<file path="config.mk">
export PLATFORM = sky130hd
export DESIGN_NAME = kbd_source_arbiter
export DESIGN_NICKNAME = d
export VERILOG_FILES = /design/src/rtl/kbd_source_arbiter_pkg.sv /design/src/rtl/kbd_source_arbiter_fifo.sv /design/src/rtl/kbd_source_arbiter.sv
export SDC_FILE = /design/constraint.sdc
export NUM_CORES = 1
export LEC_CHECK = 0
export CAP_MARGIN = 20
export CORE_MARGIN = 1
export CORE_UTILIZATION = 50
export DETAILED_ROUTE_END_ITERATION = 10
export PLACE_DENSITY = 0.77
export SETUP_SLACK_MARGIN = 0.5
export SYNTH_ARGS = -nofsm -noshare
export SYNTH_HDL_FRONTEND = slang
export SYNTH_SLANG_ARGS = --single-unit
</file>
<file path="constraint.sdc">
create_clock -name clk25 -period 2.2 [get_ports clk25]
set_input_delay 0.44 -clock clk25 [delete_from_list [all_inputs] [get_ports clk25]]
set_output_delay 0.44 -clock clk25 [all_outputs]
set_load 0.02 [all_outputs]
</file>
<file path="src/rtl/kbd_source_arbiter_pkg.sv">
// Shared definitions for the Apple-1 keyboard source arbiter.
//   SRC_UART / SRC_PS2     : source identifiers (kbd_src, round-robin memory)
//   ASCII_CR / ASCII_RUBOUT: normalised replacement codes
//   kbd_state_t            : output register FSM states
package kbd_source_arbiter_pkg;

    localparam logic       SRC_UART     = 1'b0;
    localparam logic       SRC_PS2      = 1'b1;
    localparam logic [6:0] ASCII_CR     = 7'h0D;
    localparam logic [6:0] ASCII_RUBOUT = 7'h5F;

    typedef enum logic {
        S_EMPTY = 1'b0,
        S_FULL  = 1'b1
    } kbd_state_t;

endpackage

</file>
<file path="src/rtl/kbd_source_arbiter_fifo.sv">
// Synchronous per-source character FIFO.
// Ports:
//   clk, rst_n   : clock, asynchronous active-low reset
//   i_push/i_din : write request and data
//   i_pop        : read request (head advances)
//   i_flush      : synchronous clear, overrides push/pop
//   o_dout       : head entry (valid when !o_empty)
//   o_full/o_empty
// Pointers carry one extra wrap bit so full and empty are distinguishable.
module kbd_source_arbiter_fifo #(
    parameter int WIDTH = 7,
    parameter int DEPTH = 4
) (
    input  logic             clk,
    input  logic             rst_n,
    input  logic             i_push,
    input  logic [WIDTH-1:0] i_din,
    input  logic             i_pop,
    input  logic             i_flush,
    output logic [WIDTH-1:0] o_dout,
    output logic             o_full,
    output logic             o_empty
);

    localparam int AW = $clog2(DEPTH);

    logic [WIDTH-1:0] r_mem [DEPTH];
    logic [AW:0]      r_wr_ptr;
    logic [AW:0]      r_rd_ptr;
    logic             w_wr_en;
    logic             w_rd_en;

    assign o_empty = (r_wr_ptr == r_rd_ptr);
    assign o_full  = (r_wr_ptr[AW] != r_rd_ptr[AW]) &&
                     (r_wr_ptr[AW-1:0] == r_rd_ptr[AW-1:0]);
    assign o_dout  = r_mem[r_rd_ptr[AW-1:0]];

    // A full FIFO still accepts a write when the head is popped in the same
    // cycle: the slot being written is the one being vacated.
    assign w_wr_en = i_push && (!o_full || i_pop) && !i_flush;
    assign w_rd_en = i_pop && !o_empty && !i_flush;

    always_ff @(posedge clk or negedge rst_n) begin
        if (!rst_n) begin
            r_wr_ptr <= '0;
            r_rd_ptr <= '0;
        end else if (i_flush) begin
            r_wr_ptr <= '0;
            r_rd_ptr <= '0;
        end else begin
            if (w_wr_en) r_wr_ptr <= r_wr_ptr + 1'b1;
            if (w_rd_en) r_rd_ptr <= r_rd_ptr + 1'b1;
        end
    end

    always_ff @(posedge clk) begin
        if (w_wr_en) r_mem[r_wr_ptr[AW-1:0]] <= i_din;
    end

endmodule

</file>
<file path="src/rtl/kbd_source_arbiter.sv">
// Apple-1 keyboard source arbiter: merges UART RX bytes and PS/2 ASCII into
// the PIA keyboard register (KBD/KBDCR).
// Ports:
//   clk25, rst_n            : 25 MHz clock, asynchronous active-low reset
//   uart_data/uart_valid    : UART byte + 1-cycle strobe
//   ps2_data/ps2_valid      : PS/2 ASCII byte + 1-cycle strobe
//   src_en[1:0]             : [0]=UART, [1]=PS/2 accept enables
//   flush                   : synchronous clear of FIFOs, KBD and overflow
//   kbd_read                : CPU read strobe of KBD
//   kbd_data/kbd_ready/kbd_src : presented character, KBDCR bit7, its source
//   overflow[1:0]           : sticky per-source FIFO overflow
module kbd_source_arbiter
    import kbd_source_arbiter_pkg::*;
#(
    parameter int FIFO_DEPTH = 4
) (
    input  logic       clk25,
    input  logic       rst_n,
    input  logic [7:0] uart_data,
    input  logic       uart_valid,
    input  logic [7:0] ps2_data,
    input  logic       ps2_valid,
    input  logic [1:0] src_en,
    input  logic       flush,
    input  logic       kbd_read,
    output logic [6:0] kbd_data,
    output logic       kbd_ready,
    output logic       kbd_src,
    output logic [1:0] overflow
);

    // Apple-1 only understands upper-case 7-bit ASCII, CR as newline and '_'
    // as rubout.
    function automatic logic [6:0] normalise(input logic [7:0] b);
        logic [7:0] c;
        c = b & 8'h7F;
        if (c >= 8'h61 && c <= 8'h7A) c = c - 8'h20;
        else if (c == 8'h0A)          c = {1'b0, ASCII_CR};
        else if (c == 8'h08 || c == 8'h7F) c = {1'b0, ASCII_RUBOUT};
        return c[6:0];
    endfunction

    kbd_state_t r_state, w_state_nxt;
    logic       r_rr_last;
    logic [6:0] r_kbd_data;
    logic       r_kbd_src;
    logic [1:0] r_overflow;

    logic       w_u_req, w_p_req;
    logic       w_u_pop, w_p_pop;
    logic       w_u_full, w_p_full;
    logic       w_u_empty, w_p_empty;
    logic [6:0] w_u_dout, w_p_dout;

    assign w_u_req = uart_valid && src_en[0];
    assign w_p_req = ps2_valid  && src_en[1];

    kbd_source_arbiter_fifo #(.WIDTH(7), .DEPTH(FIFO_DEPTH)) u_fifo_uart (
        .clk     (clk25),
        .rst_n   (rst_n),
        .i_push  (w_u_req),
        .i_din   (normalise(uart_data)),
        .i_pop   (w_u_pop),
        .i_flush (flush),
        .o_dout  (w_u_dout),
        .o_full  (w_u_full),
        .o_empty (w_u_empty)
    );

    kbd_source_arbiter_fifo #(.WIDTH(7), .DEPTH(FIFO_DEPTH)) u_fifo_ps2 (
        .clk     (clk25),
        .rst_n   (rst_n),
        .i_push  (w_p_req),
        .i_din   (normalise(ps2_data)),
        .i_pop   (w_p_pop),
        .i_flush (flush),
        .o_dout  (w_p_dout),
        .o_full  (w_p_full),
        .o_empty (w_p_empty)
    );

    // Grant goes to the only non-empty FIFO, or to the source that did not
    // win last time when both hold data. Reload happens only from S_EMPTY so
    // ready is low for at least one cycle between characters.
    always_comb begin
        w_state_nxt = r_state;
        w_u_pop     = 1'b0;
        w_p_pop     = 1'b0;
        case (r_state)
            S_EMPTY: begin
                if (!w_u_empty && (w_p_empty || r_rr_last == SRC_PS2)) begin
                    w_u_pop     = 1'b1;
                    w_state_nxt = S_FULL;
                end else if (!w_p_empty) begin
                    w_p_pop     = 1'b1;
                    w_state_nxt = S_FULL;
                end
            end
            S_FULL: begin
                if (kbd_read) w_state_nxt = S_EMPTY;
            end
            default: w_state_nxt = S_EMPTY;
        endcase
        if (flush) begin
            w_state_nxt = S_EMPTY;
            w_u_pop     = 1'b0;
            w_p_pop     = 1'b0;
        end
    end

    always_ff @(posedge clk25 or negedge rst_n) begin
        if (!rst_n) begin
            r_state    <= S_EMPTY;
            r_rr_last  <= SRC_PS2;
            r_kbd_data <= '0;
            r_kbd_src  <= SRC_UART;
            r_overflow <= '0;
        end else begin
            r_state <= w_state_nxt;
            if (flush) begin
                r_kbd_data <= '0;
                r_kbd_src  <= SRC_UART;
                r_overflow <= '0;
            end else begin
                if (w_u_pop || w_p_pop) begin
                    r_kbd_data <= w_u_pop ? w_u_dout : w_p_dout;
                    r_kbd_src  <= w_p_pop ? SRC_PS2 : SRC_UART;
                    r_rr_last  <= w_p_pop ? SRC_PS2 : SRC_UART;
                end
                // A write to a full FIFO that is popped this cycle is not lost.
                r_overflow[0] <= r_overflow[0] | (w_u_req & w_u_full & ~w_u_pop);
                r_overflow[1] <= r_overflow[1] | (w_p_req & w_p_full & ~w_p_pop);
            end
        end
    end

    assign kbd_ready = (r_state == S_FULL);
    assign kbd_data  = r_kbd_data;
    assign kbd_src   = r_kbd_src;
    assign overflow  = r_overflow;

endmodule

</file>
# Yosys cells after proc, flatten, opt, wreduce, memory -nomap -nowiden
# Memory sizes are Yosys's and may differ from the RTL's.
# Index checks and enable logic that the tools add are counted.
# W data, S select, Z words.
[word_totals]
n_memories = 2
regBits = 24
inputBits = 24
wordCells = 111
mem_bits_rw = 56
out_inout_bits = 11
[memory_table]
columns = ["memory", "words", "word_bits", "read_ports", "rd_ports_with_merged_regs", "wr", "line", "text"]
rows = [
  ["u_fifo_ps2.r_mem", 4, 7, 1, 0, 1, "kbd_source_arbiter_fifo.sv:27", "logic [WIDTH-1:0] r_mem [DEPTH];"],
  ["u_fifo_uart.r_mem", 4, 7, 1, 0, 1, "kbd_source_arbiter_fifo.sv:27", ""],
]
[op_classes]
addsub = 6
n_eq_ne = 12
n_reduce_logical = 32
magnitude_cmp = 4
bitwise_logic = 10
n_mux = 36
[ops]
columns = ["operator", "n"]
rows = [
  ["$mux W7", 9],
  ["$eq A7 B4 Y1 const B", 4],
  ["$mux W3", 8],
  ["$mux W1", 17],
  ["$logic_and A1 B1 Y1", 15],
  ["$eq A7 B7 Y1 const B", 2],
  ["$ge A7 B7 Y1 const B", 2],
  ["$le A7 B7 Y1 const B", 2],
  ["$sub A7 B6 Y7 const B", 2],
  ["$add A3 B1 Y3 const B", 4],
  ["$reduce_bool A2 Y1", 5],
  ["$eq A3 B3 Y1", 2],
  ["$logic_or A1 B1 Y1", 6],
  ["$logic_not A1 Y1", 5],
  ["$and A1 B1 Y1", 4],
  ["$eq A2 B2 Y1", 2],
  ["$not A1 Y1", 4],
  ["$mux W2", 1],
  ["$ne A1 B1 Y1", 2],
  ["$or A1 B1 Y1", 2],
  ["$pmux W1 S2", 1],
  ["$reduce_and A2 Y1", 1],
]

# Logic depth before layout (Yosys ltp)
[logic_depth]
ltp_word = 11
ltp_mapped = 6
mapped_depth_nobuf = 5

# Cells and area by module
# Synthesis repeated with hierarchy kept, for this count alone.
[hier_totals]
cells_unflattened = 293
area_unflattened_um2 = 4088.9
[by_module_without_submodules]
columns = ["module", "area_each_um2", "cells_per_inst", "instances", "seq_area_each_um2"]
rows = [
  ["kbd_source_arbiter_fifo (u_fifo_ps2)", 1580.3, 92, 1, 991.0],
  ["kbd_source_arbiter_fifo (u_fifo_uart)", 1576.5, 92, 1, 991.0],
  ["kbd_source_arbiter", 932.1, 109, 1, 301.5],
]

# Worst setup path before layout
# OpenSTA, ideal clock, no wires.
[synth_timing]
kind = "reg-to-reg"
startpoint = "register u_fifo_ps2.r_rd_ptr[1]"
endpoint = "memory u_fifo_uart.r_mem[0][0], enable pin"
setup_ns = 0.360
path_buffers = 1
stages_incl_launch_ff = 6
synth_period_minus_slack_ns = 1.923
slack_ns = 0.277
t_arrival_ns = 1.563
t_required_ns = 1.840
cell_sequence = "dfrtp_1 > buf_6 > xor2_4 > nor3_4 > o311ai_1 > nor2_1"
[synth_via]
elab_chain_cells = 11
[synth_lines]
columns = ["element", "line", "text"]
rows = [
  ["start, declared", "kbd_source_arbiter_fifo.sv:29", "logic [AW:0] r_rd_ptr;"],
  ["start signal, assigned", "kbd_source_arbiter_fifo.sv:52", "if (w_rd_en) r_rd_ptr <= r_rd_ptr + 1'b1;"],
  ["$eq A3 B3 Y1", "kbd_source_arbiter_fifo.sv:33", "assign o_empty = (r_wr_ptr == r_rd_ptr);"],
  ["$logic_or A1 B1 Y1", "kbd_source_arbiter.sv:91", "if (!w_u_empty && (w_p_empty || r_rr_last == SRC_PS2)) begin"],
  ["$logic_and A1 B1 Y1", "kbd_source_arbiter.sv:91", ""],
  ["$mux W1", "kbd_source_arbiter.sv:91", ""],
  ["$mux W1", "kbd_source_arbiter.sv:89", "case (r_state)"],
  ["$mux W1", "kbd_source_arbiter.sv:104", "if (flush) begin"],
  ["$logic_or A1 B1 Y1", "kbd_source_arbiter_fifo.sv:40", "assign w_wr_en = i_push && (!o_full || i_pop) && !i_flush;"],
  ["$logic_and A1 B1 Y1 (2 in series)", "kbd_source_arbiter_fifo.sv:40", ""],
  ["$mux W1", "kbd_source_arbiter_fifo.sv:57", "if (w_wr_en) r_mem[r_wr_ptr[AW-1:0]] <= i_din;"],
  ["$mux W1 (not written as such)", "kbd_source_arbiter_fifo.sv:57", ""],
  ["end, declared", "kbd_source_arbiter_fifo.sv:27", ""],
]
# Every way passes these cells.

# Worst setup path in the final report
[layout_timing]
startpoint = "register u_fifo_uart.r_rd_ptr[1]"
endpoint = "memory u_fifo_uart.r_mem[1][0], enable pin"
[layout_via]
elab_chain_cells = 11
elab_cells_between_ends = 14
cone_classes = "eq/ne: 2; mux: 5; reduce/logical: 7"
[layout_lines]
columns = ["element", "line"]
rows = [
  ["start, declared", "kbd_source_arbiter_fifo.sv:29"],
  ["start signal, assigned", "kbd_source_arbiter_fifo.sv:52"],
  ["$eq A3 B3 Y1", "kbd_source_arbiter_fifo.sv:33"],
  ["$logic_not A1 Y1", "kbd_source_arbiter.sv:91"],
  ["$logic_and A1 B1 Y1", "kbd_source_arbiter.sv:91"],
  ["$mux W1", "kbd_source_arbiter.sv:91"],
  ["$mux W1", "kbd_source_arbiter.sv:89"],
  ["$mux W1", "kbd_source_arbiter.sv:104"],
  ["$logic_or A1 B1 Y1 (*)", "kbd_source_arbiter_fifo.sv:40"],
  ["$logic_and A1 B1 Y1 (*) (2 in series)", "kbd_source_arbiter_fifo.sv:40"],
  ["$mux W1 (*)", "kbd_source_arbiter_fifo.sv:57"],
  ["$mux W1 (not written as such) (*)", "kbd_source_arbiter_fifo.sv:57"],
]
# Every way passes the cells marked *; elsewhere a longest branch is shown, timed or not.

==> summary.txt <==
Floorplanning
  • Core Footprint: slightly below 8000 sq um
  • Die Y: 92.8 microns
  • I/O Pins: 35
  • Initial Util: about 53%
  • Die Area: around 8600 sq um
  • Chip Width: 92.8 microns
  • Core Rows: 32

Drt
  • Via count: 2952
  • Number of routed nets with antenna violations: 0
  • Detailed Route WL: roughly 9600 microns
  • First-pass DRT Iterations: 6
  • Routed vias/inst: around 5.7
  • Initial drt markers: between 150 and 200
  • Post-route DRC: 0
  • Routed len/inst: between 15 and 20 microns

Yosys
  • FF+latch count, synth: 80
  • Post-synth EDFFs: 56
  • Ys async rst share: 30.0%
  • Seq/Total Area, Yosys: between 50% and 60%
  • Ys Warns: 0
  • Post-synth cell types: 69
  • Avg Cell Area, Syn: roughly 14 sq um
  • Primary FF master, synth: edfxtp_1
  • Post-Syn Nets: between 300 and 400
  • Synth Cell Area: just over 4000 sq um
  • Cells after synthesis: approximately 300

Place
  • Hpwl dp: around 6000 microns
  • DP Cell Count: between 400 and 500
  • Placed cell area: between 4000 and 5000 sq um
  • Pre-CTS setup slack: -264 ps
  • Final GP Congestion: between 0.8 and 0.9
  • I/O Buffers: 32

Pwr
  • VDD IR-drop max: roughly 390 uV
  • PD cells: roughly 910 nW/um^2
  • Leakage: roughly 2.3 nW

Worst hold path
  • Min-delay worst type: primary input to async pin

Status
  • Status: finished clean

Global route
  • Antenna violations before repair: 0
  • Total track usage: between 20% and 30%
  • Largest net degree at the start of global routing: 16
  • First-pass GRT wire length: roughly 15000 microns
  • Total gr overflow: 0
  • Vias in the first global route: roughly 3000

Clock tree
  • CTS buffer count: 9
  • TritonCTS clock tree: built
  • CTS Sinks: 80
  • H-tree Lvls: 3
  • Clock Tree Root: clkbuf_8
  • Clock-pin slew on the worst setup and hold paths: approximately 90 ps
  • CTS max path bufs: 2
  • Clk Latency, worst-skew pair: between 300 and 400 ps

Final layout
  • Post-route insts no fill: between 500 and 600
  • Layout Nets: ~450
  • Commonest non-fill, non-tap cell in the layout: buf_4
  • Area Growth Syn to Fin: 39.6%
  • N_diodes: 0
  • Layout cells sized above 1: 47.2%
  • Post-route core utilization: 73.4%
  • Fin area: about 5800 sq um
  • Most frequent cells in the layout: 62 x buf_4, 56 x edfxtp_1, 29 x inv_1

STA
  • Final min period: 1850 ps
  • Slew headroom: approximately 68%
  • Final slew viol count: 0
  • Crit share post-route: a little over four fifths
  • Clk_skew: 9.63 ps
  • Top achievable clock speed: roughly 540 MHz
  • Worst-Margin Slew: just under 500 ps
  • RSZ-0062 raised after global routing: yes
  • Final Hold Viols: 0
  • Final setup viols: 0
  • Final setup TNS: 0 ps
  • Final worst slack: approximately 350 ps

Setup path
  • Critical Path AT: 1880 ps
  • Critical Path End Type: flop
  • Startpoint Class: flop
  • WP data required: approximately 2200 ps
  • Crit path max fanout: 7
  • Critical path class: flop to flop

Job
  • Max_cap viols: 0
worst max-delay path, stage by stage, from the launching register on:
cell      delay [ps]
dfrtp_1          470
xnor2_4          190
buf_4            170
nand4_1          150
o311ai_4         130
buf_12           160
nor2_4           250
flip-flops by register name (all words and copies together), names as in the netlist:
signal	count
kbd_src	1
overflow	2
u_fifo_ps2.r_rd_ptr	3
u_fifo_ps2.r_mem	28
u_fifo_uart.r_mem	28
kbd_data	7
u_fifo_ps2.r_wr_ptr	3
r_rr_last	1
u_fifo_uart.r_wr_ptr	3
u_fifo_uart.r_rd_ptr	3
kbd_ready	1
cell families (layout without fill, tap and decap cells):
logic type | after synthesis | after routing | synth area share [%]
AOI/OAI and AO/OA | 49 | 49 | 9.55
and+or+nand+nor | 85 | 85 | 11.8
adders and majority gates | 12 | 12 | 3.64
buffers and inverters | 41 | 153 | 4.43
DFF | 80 | 80 | 55.3
muxes | 26 | 26 | 11.5
xor gates and xnor gates | 12 | 12 | 3.82
area by class of cell:
class	count	area [sq um]
Inverter	29	109
Timing Repair Buffer	108	890
Tap cell	102	128
Clock buffer	9	124
Multi-Input combinational cell	184	2120
Sequential cell	80	2300
Fill cell	491	2090
Clock inverter	7	93.8
metal layers:
metal  global-route usage, %  up-vias  routed length, microns
li1                        -     1376                       -
met1                    28.3     1448                    3930
met2                    38.2      107                    4950
met3                    4.35       21                     451
met4                    9.49        0                     254
met5                       0        -                       0
path summary, 6_finish.rpt:
path                                          from                 endpoint  slack (ps)  depth (start not counted)
max reg2reg                u_fifo_uart.r_rd_ptr[1]  u_fifo_uart.r_mem[1][0]         350                          6
min reg2reg                            overflow[1]              overflow[1]         510                          1
min in group clk25                    uart_data[3]  u_fifo_uart.r_mem[0][3]         440                          2
max                        u_fifo_uart.r_rd_ptr[1]  u_fifo_uart.r_mem[1][0]         350                          6
min                                          rst_n                  kbd_src         410                          1
max in group asynchronous                    rst_n  u_fifo_uart.r_rd_ptr[0]        1170                          2
synth_stat cells (3+ instances only):
master | number | area (sq um)
xor2_1 | 3 | 26.3
a211oi_1 | 4 | 30.0
o21ai_0 | 4 | 20.0
edfxtp_1 | 56 | 1680
ha_1 | 12 | 150
a21oi_1 | 5 | 25.0
nor2_1 | 16 | 60.1
mux2i_1 | 6 | 60.1
and2_1 | 4 | 25.0
clkbuf_1 | 6 | 22.5
nor3_1 | 8 | 40.0
dfrtp_1 | 23 | 576
o221ai_1 | 7 | 61.3
buf_6 | 3 | 33.8
nand2_1 | 13 | 48.8
mux4_1 | 6 | 158
inv_1 | 29 | 109
nand2b_1 | 5 | 31.3
nand3_1 | 14 | 70.1
mux4_2 | 8 | 180
nor4_1 | 3 | 18.8
xnor2_1 | 5 | 43.8
metrics by stage:
stage                     total power, W  hold slack, ps
final                            0.00524             415
after global routing             0.00547             430
after floorplan                  0.00299             144
after CTS                        0.00484             422
after detailed placement         0.00350             501
after global placement           0.00346             497
timing repair:
item                                    in CTS  in global routing
resized for setup                           90                 45
endpoints found under the setup margin     137                120
setup buffers                               22                  9
pin swaps                                   33                 23
endpoints found under the hold margin        0                  0
hold buffers                                 0                  0
power breakdown:
group / internal, W / total, W / switching [W]
clock: 0.000639 / 0.00119 / 0.000551
combinational: 0.00106 / 0.00218 / 0.00112
sequential: 0.00176 / 0.00187 / 0.000112
total: 0.00346 / 0.00524 / 0.00179
(Power assumes the default switching activity.)
